<file path="config.mk">
export PLATFORM = sky130hd
export DESIGN_NAME = btn_move_queue
export DESIGN_NICKNAME = d
export VERILOG_FILES = /design/src/rtl/puzzle_pkg.sv /design/src/rtl/btn_debounce.sv /design/src/rtl/btn_move_queue.sv
export SDC_FILE = /design/constraint.sdc
export NUM_CORES = 1
export LEC_CHECK = 0
export ABC_AREA = 1
export BUFFER_PORTS_ARGS = -buffer_cell sky130_fd_sc_hd__buf_2
export CORE_MARGIN = 1
export CORE_UTILIZATION = 55
export CTS_CLUSTER_SIZE = 10
export DETAILED_ROUTE_END_ITERATION = 8
export PLACE_DENSITY_LB_ADDON = 0.25
export RECOVER_POWER = 100
export SETUP_SLACK_MARGIN = 0.05
export SYNTH_ARGS = -nofsm -noshare
export SYNTH_HDL_FRONTEND = slang
export SYNTH_SLANG_ARGS = --single-unit
</file>
<file path="constraint.sdc">
create_clock -name clk -period 2.7 [get_ports clk]
set_input_delay 0.27 -clock clk [delete_from_list [all_inputs] [get_ports clk]]
set_output_delay 0.27 -clock clk [all_outputs]
set_load 0.05 [all_outputs]
</file>
<file path="src/rtl/puzzle_pkg.sv">
// Shared constants for the 8-puzzle processor: move codes and button indices.
package puzzle_pkg;

  typedef logic [2:0] mv_code_t;

  localparam mv_code_t MV_NONE   = 3'd0;
  localparam mv_code_t MV_UP     = 3'd1;
  localparam mv_code_t MV_DOWN   = 3'd2;
  localparam mv_code_t MV_LEFT   = 3'd3;
  localparam mv_code_t MV_RIGHT  = 3'd4;
  localparam mv_code_t MV_CENTRE = 3'd5;

  localparam int BTN_UP     = 0;
  localparam int BTN_DOWN   = 1;
  localparam int BTN_LEFT   = 2;
  localparam int BTN_RIGHT  = 3;
  localparam int BTN_CENTRE = 4;
  localparam int NUM_BTNS   = 5;

  // Button index to move code; the codes are the index plus one.
  function automatic mv_code_t btn_to_code(input int idx);
    case (idx)
      BTN_UP:     btn_to_code = MV_UP;
      BTN_DOWN:   btn_to_code = MV_DOWN;
      BTN_LEFT:   btn_to_code = MV_LEFT;
      BTN_RIGHT:  btn_to_code = MV_RIGHT;
      BTN_CENTRE: btn_to_code = MV_CENTRE;
      default:    btn_to_code = MV_NONE;
    endcase
  endfunction

endpackage

</file>
<file path="src/rtl/btn_debounce.sv">
// One button: two-flop synchroniser, hold counter, debounced level and a
// registered one-cycle pulse on each accepted 0->1 transition.
module btn_debounce #(
  parameter int DEBOUNCE_CYCLES = 250000
) (
  input  logic clk,
  input  logic rst_n,
  input  logic btn,
  output logic level,
  output logic rise
);

  localparam int CW = $clog2(DEBOUNCE_CYCLES);
  localparam logic [CW-1:0] CNT_MAX = CW'(DEBOUNCE_CYCLES - 1);

  logic          sync1_q, sync2_q;
  logic          level_q, level_d;
  logic          rise_q, rise_d;
  logic [CW-1:0] cnt_q, cnt_d;

  // Accept the synchronised value only after it has differed from the
  // current level for DEBOUNCE_CYCLES consecutive cycles.
  always_comb begin
    cnt_d   = cnt_q;
    level_d = level_q;
    rise_d  = 1'b0;
    if (sync2_q != level_q) begin
      if (cnt_q == CNT_MAX) begin
        level_d = sync2_q;
        cnt_d   = '0;
        rise_d  = sync2_q;
      end else begin
        cnt_d = cnt_q + 1'b1;
      end
    end else begin
      cnt_d = '0;
    end
  end

  // Synchroniser, counter, level and pulse registers.
  always_ff @(posedge clk or negedge rst_n) begin
    if (!rst_n) begin
      sync1_q <= 1'b0;
      sync2_q <= 1'b0;
      level_q <= 1'b0;
      rise_q  <= 1'b0;
      cnt_q   <= '0;
    end else begin
      sync1_q <= btn;
      sync2_q <= sync1_q;
      level_q <= level_d;
      rise_q  <= rise_d;
      cnt_q   <= cnt_d;
    end
  end

  assign level = level_q;
  assign rise  = rise_q;

endmodule

</file>
<file path="src/rtl/btn_move_queue.sv">
// Button front end: five debouncers, a lowest-index-wins priority encoder
// and a small show-ahead FIFO of move codes with a sticky overflow flag.
module btn_move_queue
  import puzzle_pkg::*;
#(
  parameter int DEBOUNCE_CYCLES = 250000,
  parameter int DEPTH           = 4
) (
  input  logic                     clk,
  input  logic                     rst_n,
  input  logic [4:0]               btn,
  input  logic                     mv_pop,
  input  logic                     ovf_clr,
  output logic                     mv_valid,
  output logic [2:0]               mv_code,
  output logic [$clog2(DEPTH):0]   mv_count,
  output logic [4:0]               btn_level,
  output logic                     ovf
);

  localparam int AW = $clog2(DEPTH);

  logic [NUM_BTNS-1:0] rise;
  mv_code_t            ev_code;
  logic                ev_any, ev_multi;

  logic [AW:0]   wr_ptr_q, wr_ptr_d;
  logic [AW:0]   rd_ptr_q, rd_ptr_d;
  logic [AW:0]   count;
  logic          full, empty, pop_ok, push_ok, drop_full;
  logic          ovf_q, ovf_d;
  mv_code_t      mem [DEPTH];

  genvar gi;
  generate
    for (gi = 0; gi < NUM_BTNS; gi++) begin : g_btn
      btn_debounce #(
        .DEBOUNCE_CYCLES(DEBOUNCE_CYCLES)
      ) u_db (
        .clk  (clk),
        .rst_n(rst_n),
        .btn  (btn[gi]),
        .level(btn_level[gi]),
        .rise (rise[gi])
      );
    end
  endgenerate

  // Priority encode the press pulses; scanning downwards lets the lowest
  // index overwrite higher ones. More than one bit set means drops.
  always_comb begin
    ev_code  = MV_NONE;
    ev_any   = |rise;
    ev_multi = (rise & (rise - 5'd1)) != '0;
    for (int i = NUM_BTNS - 1; i >= 0; i--) begin
      if (rise[i]) ev_code = btn_to_code(i);
    end
  end

  // Occupancy comes from the extra-bit pointer difference, so full and
  // empty are distinguishable even when the index bits coincide.
  assign count     = wr_ptr_q - rd_ptr_q;
  assign full      = (count == (AW + 1)'(DEPTH));
  assign empty     = (count == '0);
  assign pop_ok    = mv_pop & ~empty;
  assign push_ok   = ev_any & (~full | pop_ok);
  assign drop_full = ev_any & full & ~pop_ok;

  // Pointer advance and sticky overflow; a new drop beats a clear.
  always_comb begin
    wr_ptr_d = wr_ptr_q;
    rd_ptr_d = rd_ptr_q;
    ovf_d    = ovf_q;
    if (push_ok) wr_ptr_d = wr_ptr_q + 1'b1;
    if (pop_ok)  rd_ptr_d = rd_ptr_q + 1'b1;
    if (ev_multi | drop_full) begin
      ovf_d = 1'b1;
    end else if (ovf_clr) begin
      ovf_d = 1'b0;
    end
  end

  // Control state registers.
  always_ff @(posedge clk or negedge rst_n) begin
    if (!rst_n) begin
      wr_ptr_q <= '0;
      rd_ptr_q <= '0;
      ovf_q    <= 1'b0;
    end else begin
      wr_ptr_q <= wr_ptr_d;
      rd_ptr_q <= rd_ptr_d;
      ovf_q    <= ovf_d;
    end
  end

  // Storage; when full with a pop the tail slot is the head slot, whose old
  // value has already been consumed combinationally this cycle.
  always_ff @(posedge clk) begin
    if (push_ok) mem[wr_ptr_q[AW-1:0]] <= ev_code;
  end

  assign mv_valid = ~empty;
  assign mv_code  = empty ? MV_NONE : mem[rd_ptr_q[AW-1:0]];
  assign mv_count = count;
  assign ovf      = ovf_q;

endmodule

</file>
==> impl_metrics.env, run 1 <==
export IMPL_numCtsBuffers=17
export IMPL_cp_slowest_cell="fa_2"
export IMPL_insertion_delay_ns=0.43
export IMPL_synth_edf_count=12
export IMPL_synth_main_ff_cell="dfrtp_1"
export IMPL_syn_to_final_growth_pct=12.27
export IMPL_wl_mm=13.92
export IMPL_p_sw_mw=0.9144
export IMPL_hold_viol_final=0
export IMPL_outcome="finished, final reports clean"
export IMPL_endpoint_kind="output pin"
export IMPL_switching_share_pct=20.58
export IMPL_tns_ns=0
export IMPL_synth_distinct_cells=37
export IMPL_irDropWorstVdd_mv=0.5622
export IMPL_port_buffers=21
export IMPL_total_power_mw=4.442
export IMPL_grt_pass1_vias=5387
export IMPL_async_flop_share_pct=90.70
export IMPL_p_int_mw=3.528
export IMPL_drive_gt1_share_pct=7.983
export IMPL_clock_path_buffers=2
export IMPL_diodes=0
export IMPL_core_area_sq_mm=0.01221
export IMPL_cp_num_cells=7
export IMPL_die_h_um=115.0
export IMPL_cts_root_buf="clkbuf_16"
export IMPL_nFillCells=1069
export IMPL_ff2ff_path_depth=8
export IMPL_clkTransAtPathRegs_ns=0.06
export IMPL_grt_use_met3_pct=5.904
export IMPL_drc_errors=0
export IMPL_avgViaCountPerCell=4.993
export IMPL_max_clock_freq_ghz=0.3981
export IMPL_cts_tree="done"
export IMPL_dp_hpwl_mm=10.11
export IMPL_worstReg2RegStart="wr_ptr_q[0]$_DFFE_PN0P_"
export IMPL_overflow=0
export IMPL_synth_seq_cells=129
export IMPL_p_comb_share_pct=2.6
export IMPL_setup_worst_path_end="mv_code[1]"
export IMPL_min_period_ns=2.512
export IMPL_firstDrtPassIters=7
export IMPL_grt_max_degree=68
export IMPL_ant_nets=0
export IMPL_initial_core_util_pct=57.53
export IMPL_synth_area_per_cell_sq_um=7.841
export IMPL_dieWidth_um=115.0
export IMPL_cts_sinks=129
export IMPL_fin_worst_skew_ns=0.009084
export IMPL_grt_use_met1_pct=30.16
export IMPL_finalMaxSlewViolations=0
export IMPL_antenna_found_initial=0
export IMPL_ios=22
export IMPL_crit_start="wr_ptr_q[0]$_DFFE_PN0P_"
export IMPL_relSlewSlack_pct=30.77
export IMPL_cts_max_level=4
export IMPL_powerDensity_mw_per_mm2=563.2
export IMPL_grt_usage_pct=23.43
export IMPL_syn_num_nets=917
export IMPL_cp_common_cell="inv_1"
export IMPL_path_buf_inv=3
export IMPL_num_vias=5592
export IMPL_worstPathRequired_ns=2.43
export IMPL_yosysTopAreaCellShare_pct=41.67
export IMPL_max_stage_delay_ns=0.57
export IMPL_arrival_ns=2.24
export IMPL_syn_inst=896
export IMPL_drt_initial_drc_count=414
export IMPL_synth_top_area_cell="dfrtp_1"
export IMPL_yosysWarnings=0
export IMPL_max_slew_worst_pin_slew_ns=1.038
export IMPL_hold_path_class="in -> reg"
export IMPL_fp_row_count=40
export IMPL_wl_per_cell_um=12.43
export IMPL_multi_input_area_sq_mm=0.003222
export IMPL_r2r_slack_ns=0.34
export IMPL_synth_most_common_cell="nand2_1"
export IMPL_grt_busiest_layer="met2"
export IMPL_maxCapViolations=0
export IMPL_fin_crit_sh_pct=93.04
export IMPL_rsz0062_at_grt="no"
export IMPL_synth_seq_area_share_pct=46.80
export IMPL_globalplace_congestion=0.9309
export IMPL_power_frac_clock_pct=52.3
export IMPL_power_frac_seq_pct=45.1
export IMPL_critical_path_startpoint_type="flip-flop"
export IMPL_post_cts_buffers=0
export IMPL_grt_pass1_wl_mm=23.97
export IMPL_worstSetupPathType="reg -> out"
export IMPL_rr_endpoint="mem[2][0]$_DFFE_PP_"
export IMPL_regArea_sq_mm=0.003289
export IMPL_die_area_sq_mm=0.01323
export IMPL_met2_usage_pct=38.03
export IMPL_cp_top_family="adder cells"
export IMPL_p_leak_nw=3.442
export IMPL_path_max_fanout=8
export IMPL_report_final_setup_viol=0
export IMPL_nNetsFinal=960
export IMPL_path_cells="inv_1 -> ha_1 -> fa_2 -> nand4_4 -> nand2_1 -> inv_1 -> clkbuf_2"
export IMPL_syn_area_sq_mm=0.007025
export IMPL_synthTopCellsByArea="dfrtp_1 (42%), nand2_1 (11%), nor2_1 (10%)"
export IMPL_synthTopCellsByCount="nand2_1 (212), nor2_1 (194), dfrtp_1 (117)"
[cells by family (layout without fill, tap and decap cells)]
kind of cell | Yosys count | in the layout | share of synthesized area (%)
xor+xnor | 45 | 45 | 5.824
fa+ha+maj | 12 | 12 | 2.244
buf+inv | 107 | 163 | 6.002
mux | 3 | 3 | 0.4274
flops | 129 | 129 | 46.80
compound gates | 51 | 51 | 4.132
simple gates | 549 | 549 | 34.57
[worst min path at each step]
| stage | from | to | slack [ns] | cells past startpoint |
|---|---|---|---|---|
| 3_3_place_gp | rst_n | g_btn[2].u_db.cnt_q[5]$_DFF_PN0_ | 0.17 | 1 |
| 6_report | mv_pop | rd_ptr_q[1]$_DFFE_PN0P_ | 0.15 | 3 |
| 5_1_grt | mv_pop | rd_ptr_q[1]$_DFFE_PN0P_ | 0.14 | 3 |
| 2_1_floorplan | rst_n | g_btn[0].u_db.cnt_q[0]$_DFF_PN0_ | -0.03 | 0 |
| 4_1_cts | mv_pop | rd_ptr_q[1]$_DFFE_PN0P_ | 0.13 | 3 |
| 3_5_place_dp | rst_n | g_btn[2].u_db.cnt_q[5]$_DFF_PN0_ | 0.17 | 1 |
[flip-flops by register name, indices dropped and copies added (netlist names)]
register	flops
g_btn.u_db.level	5
mem	12
wr_ptr_q	3
g_btn.u_db.rise	5
g_btn.u_db.cnt_q	90
ovf	1
g_btn.u_db.sync2_q	5
g_btn.u_db.sync1_q	5
rd_ptr_q	3
[placed cells by master, fill, tap and decap left out, types with 2 or more instances in the layout]
master,n
nand2_1,221
nor2_1,206
dfrtp_1,116
inv_1,98
nand3_1,45
xor2_1,36
nor3_1,26
o21ai_0,22
clkbuf_16,17
nand4_1,14
a21oi_1,12
edfxtp_1,12
ha_1,11
nand2_2,10
clkbuf_1,10
xnor2_1,8
clkbuf_2,7
o21bai_1,6
clkinv_2,6
dlygate4sd3_1,6
buf_2,6
nor3b_1,5
nor2_2,4
nand3b_1,4
o22ai_1,4
nor4_1,4
nand3_2,4
mux2i_1,3
a211oi_1,3
nor3_2,3
clkbuf_8,3
bufinv_16,3
buf_4,3
nor2_4,2
o21ai_1,2
clkinvlp_4,2
[power by group through the flow]
stage                     Sequential, mW  Clock, mW  Combinational, mW
after floorplan                     2.04          0             0.0544
final                               2.00       2.32              0.115
after CTS                           2.01       2.37              0.127
after detailed placement            2.04          0              0.120
after global routing                2.01       2.45              0.136
after global placement              2.04          0              0.118
[per-stage QoR]
step                      area, sq um  utilization (%)  instances  hold WS, ns  worst slack [ns]
final                            7888            64.59       1120       0.1510            0.1880
after detailed placement         7343            60.13       1082       0.1697            0.5359
after CTS                        8009            65.58       1120       0.1336           0.09186
after global placement           7343            60.13       1082       0.1709            0.6004
after global routing             7888            64.59       1120       0.1438           0.06597
after floorplan                  7025                -        896     -0.02559            0.4016
[worst reg2reg max path, cell delays in order (launching register included)]
cell	delay, ns
dfrtp_1	0.39
inv_1	0.11
ha_1	0.22
fa_2	0.57
inv_1	0.06
nor3_1	0.26
nand2_2	0.14
nand2_1	0.22
nor2_1	0.14
[cell type report]
| class | instances | area share (%) |
|---|---|---|
| flip-flops and latches | 129 | 41.70 |
| multi-input cells | 660 | 40.85 |
| clock buffers | 21 | 5.964 |
| inverters | 99 | 4.711 |
| well taps | 168 | 2.665 |
| repair buffers | 32 | 2.395 |
| clock inverters | 11 | 1.713 |
[routing by layer]
layer / vias up / share of wire (%)
li1: 2919 / -
met1: 2562 / 48
met2: 88 / 47
met3: 23 / 3.3
met4: 0 / 1.8
met5: - / 0
[repair_timing]
item,in CTS,in global routing
hold buffers,6,0
endpoints found under the setup margin,0,3
endpoints found under the hold margin,21,0
resized for setup,0,3
Note: power is estimated with default switching activity, not from simulation.
==> run 2, diff against run 1 <==
Settings changed: ABC_AREA 1 to 0.
==> impl_metrics.env, run 2 <==
export IMPL_outcome="complete, but fails checks"
export IMPL_violations="max-capacitance violations, max-slew violations"
export IMPL_core_area_sq_mm=0.01094
export IMPL_powerDensity_mw_per_mm2=672.1
export IMPL_regMostFlops="g_btn.u_db.cnt_q"
export IMPL_p_leak_nw=2.912
export IMPL_fin_worst_skew_ns=0.004635
export IMPL_ant_nets=0
export IMPL_max_clock_freq_ghz=0.3923
export IMPL_synth_edf_count=12
export IMPL_yosysTopAreaCellShare_pct=47.04
export IMPL_synthTopCellsByArea="dfrtp_1 (47%), xnor2_1 (7.6%), nor2_1 (6.0%)"
export IMPL_path_cells="inv_2 -> ha_1 -> fa_1 -> xnor3_2 -> nand3_2 -> and2_1 -> clkbuf_4"
export IMPL_yosysWarnings=0
export IMPL_worstReg2RegStart="wr_ptr_q[0]$_DFFE_PN0P_"
export IMPL_fin_crit_sh_pct=94.41
export IMPL_r2r_slack_ns=0.31
export IMPL_relSlewSlack_pct=-24.69
export IMPL_grt_pass1_wl_mm=20.35
export IMPL_insertion_delay_ns=0.41
export IMPL_clock_path_buffers=2
export IMPL_layout_commonest_cell="dfrtp_1"
export IMPL_antenna_found_initial=0
export IMPL_finalMaxSlewViolations=78
export IMPL_final_cell_mix="dfrtp_1 (117), nor2_1 (99), xnor2_1 (54)"
export IMPL_max_slew_worst_pin_slew_ns=1.870
export IMPL_drive_gt1_share_pct=10.57
export IMPL_nFillCells=861
export IMPL_avgViaCountPerCell=5.673
export IMPL_arrival_ns=2.28
export IMPL_die_h_um=108.4
export IMPL_initial_core_util_pct=56.92
export IMPL_synthTopCellsByCount="dfrtp_1 (117), nor2_1 (99), xnor2_1 (54)"
export IMPL_max_stage_delay_ns=0.41
export IMPL_cp_top_family="adder cells"
export IMPL_num_vias=4391
export IMPL_cp_slowest_cell="fa_1"
export IMPL_worstPathRequired_ns=2.43
export IMPL_synth_seq_area_share_pct=52.82
export IMPL_overflow=0
export IMPL_wl_mm=11.94
export IMPL_globalplace_congestion=0.8333
export IMPL_port_buffers=21
export IMPL_syn_num_nets=603
export IMPL_path_max_fanout=5
export IMPL_ios=22
export IMPL_grt_pass1_vias=4364
export IMPL_synth_distinct_cells=53
export IMPL_die_area_sq_mm=0.01175
export IMPL_setup_worst_path_end="mv_code[1]"
export IMPL_synth_main_ff_cell="dfrtp_1"
export IMPL_irDropWorstVdd_mv=0.5603
export IMPL_cp_num_cells=7
export IMPL_dp_hpwl_mm=7.947
export IMPL_drc_errors=0
export IMPL_endpoint_kind="output pin"
export IMPL_nNetsFinal=642
export IMPL_syn_to_final_growth_pct=13.55
export IMPL_async_flop_share_pct=90.70
export IMPL_rr_endpoint="wr_ptr_q[2]$_DFFE_PN0P_"
export IMPL_fp_row_count=38
export IMPL_synth_most_common_cell="dfrtp_1"
export IMPL_report_final_setup_viol=0
export IMPL_hold_path_class="in -> reg"
export IMPL_tns_ns=0
export IMPL_synth_top_area_cell="dfrtp_1"
export IMPL_grt_usage_pct=22.58
export IMPL_cts_sinks=129
export IMPL_min_period_ns=2.549
export IMPL_synth_seq_cells=129
export IMPL_diodes=0
export IMPL_cts_root_buf="clkbuf_16"
export IMPL_maxCapViolations=1
export IMPL_clkTransAtPathRegs_ns=0.05
export IMPL_fin_hold_ws_ns=0.1150
export IMPL_synth_area_per_cell_sq_um=10.70
export IMPL_syn_area_sq_mm=0.006225
export IMPL_cts_tree="done"
export IMPL_syn_inst=582
export IMPL_worstSetupPathType="reg -> out"
export IMPL_hold_viol_final=0
export IMPL_ff2ff_path_depth=7
export IMPL_crit_start="wr_ptr_q[0]$_DFFE_PN0P_"
export IMPL_wl_per_cell_um=15.43
export IMPL_critical_path_startpoint_type="flip-flop"
export IMPL_firstDrtPassIters=4
export IMPL_rsz0062_at_grt="no"
export IMPL_grt_max_degree=78
export IMPL_cts_max_level=4
export IMPL_largest_register_ffs=90
export IMPL_dieWidth_um=108.4
export IMPL_path_buf_inv=2
export IMPL_numCtsBuffers=17
export IMPL_drt_initial_drc_count=287
## run 2: cell type report
class	instances	area (sq um)	area share [%]
tap	140	175.2	2.478
clock buffer	23	489.2	6.922
clock inverter	9	102.6	1.452
sequential	129	3288	46.52
timing repair buffer	36	202.7	2.868
inverter	18	67.56	0.9559
multi-input combinational	419	2743	38.80
## run 2: through the flow
stage | std cells | instance area, sq um | util, % | worst slack, ns | power (mW)
floorplan | 582 | 6230 | - | 0.1968 | 2.373
global placement | 735 | 6480 | 59.26 | 0.2409 | 2.499
detailed placement | 735 | 6480 | 59.26 | 0.1554 | 2.525
CTS | 772 | 7131 | 65.21 | 0.1157 | 4.819
global route | 774 | 7068 | 64.63 | 0.03501 | 4.935
finish | 774 | 7068 | 64.63 | 0.1509 | 4.750
## run 2: timing repair
item | in CTS | in global routing
pin swaps | 1 | 0
endpoints found under the setup margin | 4 | 3
hold endpoints to repair | 5 | 0
buffers inserted | 0 | 2
gates resized for setup | 4 | 1
hold buffers | 5 | 0
## run 2: worst min-delay path by stage
stage	to	cells after the start	startpoint
2_1_floorplan	g_btn[0].u_db.cnt_q[0]$_DFF_PN0_	0	rst_n
3_3_place_gp	g_btn[2].u_db.sync2_q$_DFF_PN0_	0	g_btn[2].u_db.sync1_q$_DFF_PN0_
3_5_place_dp	g_btn[1].u_db.sync2_q$_DFF_PN0_	0	g_btn[1].u_db.sync1_q$_DFF_PN0_
4_1_cts	g_btn[1].u_db.cnt_q[6]$_DFF_PN0_	1	rst_n
5_1_grt	ovf$_DFFE_PN0P_	2	ovf_clr
6_report	ovf$_DFFE_PN0P_	2	ovf_clr
## run 2: report_power, final
group,internal (mW),total (mW),switching (mW)
Clock,1.46,2.26,0.802
Combinational,0.147,0.433,0.286
Sequential,2.01,2.06,0.0516
## run 2: layer usage
metal,global-route usage [%],part of all wire [%],vias to the layer above
li1,-,-,2133
met4,8.398,1.2,0
met1,28.99,46,2155
met5,0,0,-
met3,5.485,3.0,16
met2,37.17,50,87
## run 2: cell families (layout without fill, tap and decap cells)
kind of cell	count (synthesis)	in the layout	share of synthesized area (%)
buffers and inverters	34	86	2.573
adders and majority gates	13	13	2.693
DFF	129	129	52.82
muxes	11	11	2.573
and+or+nand+nor	283	283	24.14
xor gates and xnor gates	80	80	11.48
AOI/OAI and AO/OA	32	32	3.719
